`src/rtl/instruction_fetch.sv`:
```
// Instruction fetch stage: issues in-order requests to instruction memory, buffers
// up to two returned words with their PCs, and handles branch/jump redirects.
module instruction_fetch #(
  parameter int                   WORD_SIZE = 32,
  parameter logic [WORD_SIZE-1:0] RESET_PC  = '0
) (
  input  logic                 clock,
  input  logic                 reset_n,
  output logic                 imem_req_valid,
  output logic [WORD_SIZE-1:0] imem_req_addr,
  input  logic                 imem_req_ready,
  input  logic                 imem_resp_valid,
  input  logic [WORD_SIZE-1:0] imem_resp_data,
  input  logic                 redirect_valid,
  input  logic [WORD_SIZE-1:0] redirect_pc,
  output logic [WORD_SIZE-1:0] instruction,
  output logic [WORD_SIZE-1:0] instruction_pc,
  output logic                 instruction_valid,
  input  logic                 instruction_ready
);

  logic [WORD_SIZE-1:0] fetch_pc_q, fetch_pc_d;
  logic [1:0]           outstanding_q, outstanding_d;
  logic [1:0]           drop_q, drop_d;
  logic [1:0]           count_q, count_d;
  logic                 head_q, head_d;
  logic [WORD_SIZE-1:0] buf_word_q [2];
  logic [WORD_SIZE-1:0] buf_pc_q [2];

  logic [2:0]           credits_used;
  logic                 req_fire;
  logic                 pop;
  logic                 push;
  logic                 tail;
  logic [WORD_SIZE-1:0] resp_pc;

  // Every in-flight request owns a buffer slot, so responses can never overflow.
  assign credits_used   = {1'b0, outstanding_q} + {1'b0, count_q};
  assign imem_req_valid = reset_n && !redirect_valid && (credits_used < 3'd2);
  assign imem_req_addr  = fetch_pc_q;
  assign req_fire       = imem_req_valid && imem_req_ready;

  assign instruction_valid = (count_q != 2'd0);
  assign instruction       = buf_word_q[head_q];
  assign instruction_pc    = buf_pc_q[head_q];
  assign pop               = instruction_valid && instruction_ready;

  // Kept requests are contiguous and end just below fetch_pc, so the oldest one's PC
  // is fetch_pc minus four per outstanding request.
  assign push    = imem_resp_valid && (drop_q == 2'd0);
  assign tail    = head_q ^ count_q[0];
  assign resp_pc = fetch_pc_q - {{(WORD_SIZE-4){1'b0}}, outstanding_q, 2'b00};

  always_comb begin
    fetch_pc_d    = fetch_pc_q;
    outstanding_d = outstanding_q + 2'(req_fire) - 2'(imem_resp_valid);
    drop_d        = drop_q;
    count_d       = count_q;
    head_d        = head_q;

    if (req_fire) begin
      fetch_pc_d = fetch_pc_q + WORD_SIZE'(4);
    end
    if (imem_resp_valid && (drop_q != 2'd0)) begin
      drop_d = drop_q - 2'd1;
    end

    case ({push, pop})
      2'b10:   count_d = count_q + 2'd1;
      2'b01: begin
        count_d = count_q - 2'd1;
        head_d  = ~head_q;
      end
      2'b11:   head_d = ~head_q;
      default: count_d = count_q;
    endcase

    // A redirect discards everything buffered and every response still in flight.
    if (redirect_valid) begin
      fetch_pc_d = redirect_pc & ~WORD_SIZE'(3);
      count_d    = 2'd0;
      head_d     = 1'b0;
      drop_d     = outstanding_d;
    end
  end

  always_ff @(posedge clock) begin
    if (!reset_n) begin
      fetch_pc_q    <= RESET_PC;
      outstanding_q <= 2'd0;
      drop_q        <= 2'd0;
      count_q       <= 2'd0;
      head_q        <= 1'b0;
      for (int i = 0; i < 2; i++) begin
        buf_word_q[i] <= '0;
        buf_pc_q[i]   <= '0;
      end
    end else begin
      fetch_pc_q    <= fetch_pc_d;
      outstanding_q <= outstanding_d;
      drop_q        <= drop_d;
      count_q       <= count_d;
      head_q        <= head_d;
      if (push) begin
        buf_word_q[tail] <= imem_resp_data;
        buf_pc_q[tail]   <= resp_pc;
      end
    end
  end

endmodule

```
`config.mk`:
```
export PLATFORM = sky130hd
export DESIGN_NAME = instruction_fetch
export DESIGN_NICKNAME = d
export VERILOG_FILES = /design/src/rtl/instruction_fetch.sv
export SDC_FILE = /design/constraint.sdc
export NUM_CORES = 1
export LEC_CHECK = 0
export ABC_CLOCK_PERIOD_IN_PS = 8600
export CAP_MARGIN = 20
export CORE_MARGIN = 5
export CORE_UTILIZATION = 38
export DETAILED_ROUTE_END_ITERATION = 8
export GPL_TIMING_DRIVEN = 0
export PLACE_DENSITY_LB_ADDON = 0.05
export SLEW_MARGIN = 30
export SYNTH_ARGS = -nofsm -noshare
export SYNTH_HDL_FRONTEND = slang
export SYNTH_SLANG_ARGS = --single-unit
```
`constraint.sdc`:
```
create_clock -name clock -period 8.6 [get_ports clock]
set_clock_uncertainty 0.15 [all_clocks]
set_input_delay 2.15 -clock clock [delete_from_list [all_inputs] [get_ports clock]]
set_output_delay 2.15 -clock clock [all_outputs]
set_load 0.1 [all_outputs]
```
==> impl_metrics.yaml <==
global_routing:
  grt_pass1_wl_um: 33300
  globalRouteOverflowTotal: 0
  grt_antenna_before_repair: 0
  first_global_vias: 6233
  grt_max_degree: 34
  grt.total_usage_pct: 17.5
detailed_routing:
  final_antenna_net_count: 0
  drc_errors: 0
  detail_route.vias_per_cell: 5.06
  first_iter_violations: 346
  firstDrtPassIters: 5
  routedWlPerCell_um: 18.0
  totalWireLength_um: 21800
  detailroute.via_count: 6114
critical_path:
  timing.critical_path.from_type: "input pin"
  critPathKind: "input pin to output pin"
  cp_common_cell: "clkdlybuf4s50_1"
  timing.critical_path.slowest_stage_cell: "clkdlybuf4s50_1"
  worstRegToRegCells: 13
  critical_path.top_delay_family: "buffers and inverters"
  r2r_start: "count_q[0]"
  cp.required_ns: 6.30
  register_to_register_setup_slack_ns: 4.67
  regToRegEndpoint: "drop_q[1]"
  critical_path_at_ns: 4.39
  series_of_cell_instances_along_the_critical_path: "clkdlybuf4s50_1, nand2b_1, clkbuf_1, nor3_1, clkdlybuf4s50_1"
  critPathCaptureType: "output pin"
  timing.critical_path.slowest_cell_delay_ns: 1.17
  crit_path_max_fanout: 9
  cp_bufs_invs: 3
synth:
  syn-cell-area_um2: 8240
  yosys.cell_types.count: 54
  post_synthesis_share_of_cell_area_spent_on_xor_and_xnor_gates_pct: 5.84
  synth-simple-area-share_pct: 19.0
  synthesis.instances: 737
  synth_enable_flop_cells: 124
  synth_common_cells: "edfxtp_1, nor2_1, and2_1"
  synthFlopType: "edfxtp_1"
  synth_most_common_cell: "edfxtp_1"
  synth_sequential_area_ratio_pct: 54.4
  synthesis.area_per_instance_um2: 11.2
  synth-seq-cells: 162
  synth_top_family_by_area: "simple AND/OR/NAND/NOR gates"
  yosys-mux-area-fraction_pct: 8.74
  synth_compound_area_share_pct: 5.66
  post-synth-top-area-fraction_pct: 45.2
  cell_taking_the_most_area_after_synthesis: "edfxtp_1"
  share_of_synthesized_cell_area_in_full_adder_half_adder_and_majority_cells_pct: 1.55
  yosys_warnings: 0
  synth.top_cells.by_area: "edfxtp_1, dfxtp_1, mux2_2"
  postSynth.asyncResetShare_pct: 0
hold_path:
  holdCritPathClass: "register to register"
  holdPathEnd: "drop_q[1]"
  timing.hold.worst_path_depth: 2
  worstHoldStart: "drop_q[1]"
floorplan:
  core_ar_um2: 21200
  fp.dieH_um: 157
  floorplan.initialDensity_pct: 38.9
  floorplan.die.width_um: 157
  dieArea_um2: 24700
  io_pins: 168
  floorplan_row_count: 53
final_layout:
  post_layout_nonfiller_instances: 1209
  area_growth_pct: 31.2
  fin_nets: 1000
  drive_gt1_share_pct: 15.1
  insertedDiodeCount: 0
clock_tree:
  root_buffer: "clkbuf_16"
  clkSlewWorstSetupHoldPaths_ns: 0.07
  clock_path_buffers: 2
  cts.sinks: 162
  numCtsBuffers: 17
  postCtsSetupRepairBufs: 0
  clk_latency_ns: 0.43
  htree_levels: 4
  post_cts_resized: 0
  cts_tree: "done"
  hold_buffers: 0
sta:
  worst_slew_pin_slew_ns: 1.04
  timing.setup.tns_ns: 0
  timing.final.max_slew_violations: 0
  highest_achievable_clock_rate_ghz: 0.149
  final-hold-violation-count: 0
  post-route-min-period_ns: 6.69
  report.final.setup_viol: 0
  final_min_period_over_clock_period_pct: 77.8
  max_slew_margin_pct: 30.6
  rsz_0062_raised_after_global_routing: "false"
power:
  power_density_nw_per_um2: 220
  p_leak_nw: 3.90
  report.power.total_mw: 2.38
  vdd_ir_drop_max_mv: 0.138
status:
  outcome: "completed"
placement:
  globalplace.congestion: 0.854
  place_inst: 1177
  portBuffers: 160
  detailed_place_hpwl_um: 15900
run:
  max-cap-violations: 0
how the worst max path moves through the flow:
stage,cells after the start,start,end,slack [ns]
after floorplan,4,redirect_valid,imem_req_valid,1.62
after global placement,6,reset_n,buf_word_q[1][17],1.61
after detailed placement,5,reset_n,imem_req_valid,1.93
after CTS,5,reset_n,imem_req_valid,1.91
after global routing,5,reset_n,imem_req_valid,1.79
final,5,reset_n,imem_req_valid,1.91
per-stage QoR:
stage          cell area, um^2  hold slack [ns]  worst slack [ns]  utilization, %
2_1_floorplan             8260            0.337              1.62               -
3_3_place_gp             10200            0.366              1.61            48.1
3_5_place_dp             10200            0.396              1.93            48.3
4_1_cts                  10800            0.413              1.91            51.0
5_1_grt                  10800            0.452              1.79            51.0
6_report                 10800            0.408              1.91            51.0
tightest hold or removal path, cell delays in order (launching register included):
cell       delay, ns
dfxtp_1         0.33
a21oi_1         0.07
o2bb2ai_1       0.13
flip-flops by register name (all words and copies together) (netlist names), named ones only:
signal	cells
outstanding_q	2
count_q	2
buf_pc_q	60
imem_req_addr	30
buf_word_q	64
drop_q	2
head_q	1
cell usage in the layout (no fill, tap or decap), drive strengths merged, types with 6 or more instances in the layout:
master and n:
nand4 14, inv 16, a22o 8, nand3 9
ha 7, nor4 11, buf 29, nor3 18
xor2 21, a21oi 18, a31o 6, edfxtp 124
xnor2 34, o21ai 30, and2 70, dfxtp 38
mux2 64, nand2 57, nor2 76, clkbuf 59
clkdlybuf4s50 155
layout make-up:
| class | count | area [um^2] |
|---|---|---|
| inverters | 10 | 37.5 |
| flip-flops and latches | 162 | 4480 |
| well taps | 275 | 344 |
| fillers | 1957 | 10400 |
| clock buffers | 17 | 425 |
| repair buffers | 162 | 1620 |
| clock inverters | 15 | 149 |
| plain buffers | 64 | 353 |
| multi-input cells | 504 | 3410 |
layer usage:
metal | share of wire (%) | wire length [um] | global-route usage (%) | vias to the layer above
li1 | - | - | - | 2962
met1 | 45 | 9770 | 23.2 | 2939
met2 | 48 | 10500 | 28.7 | 188
met3 | 5.7 | 1230 | 3.99 | 25
met4 | 1.4 | 301 | 5.08 | 0
met5 | 0 | 0 | 0 | -
report_power, final:
part           switching (mW)  internal, mW  total, mW
logic                   0.510         0.199      0.709
registers              0.0257         0.908      0.934
clock network           0.332         0.407      0.739
total                   0.868          1.51       2.38
cells by family (layout without fill, tap and decap cells):
family,Yosys count,after routing
compound gates,74,74
xor+xnor,55,55
fa+ha+maj,9,9
buf+inv,74,268
flops,162,162
mux,64,64
other cells,1,4
simple gates,298,298
Power figures use the tool's default switching activity.
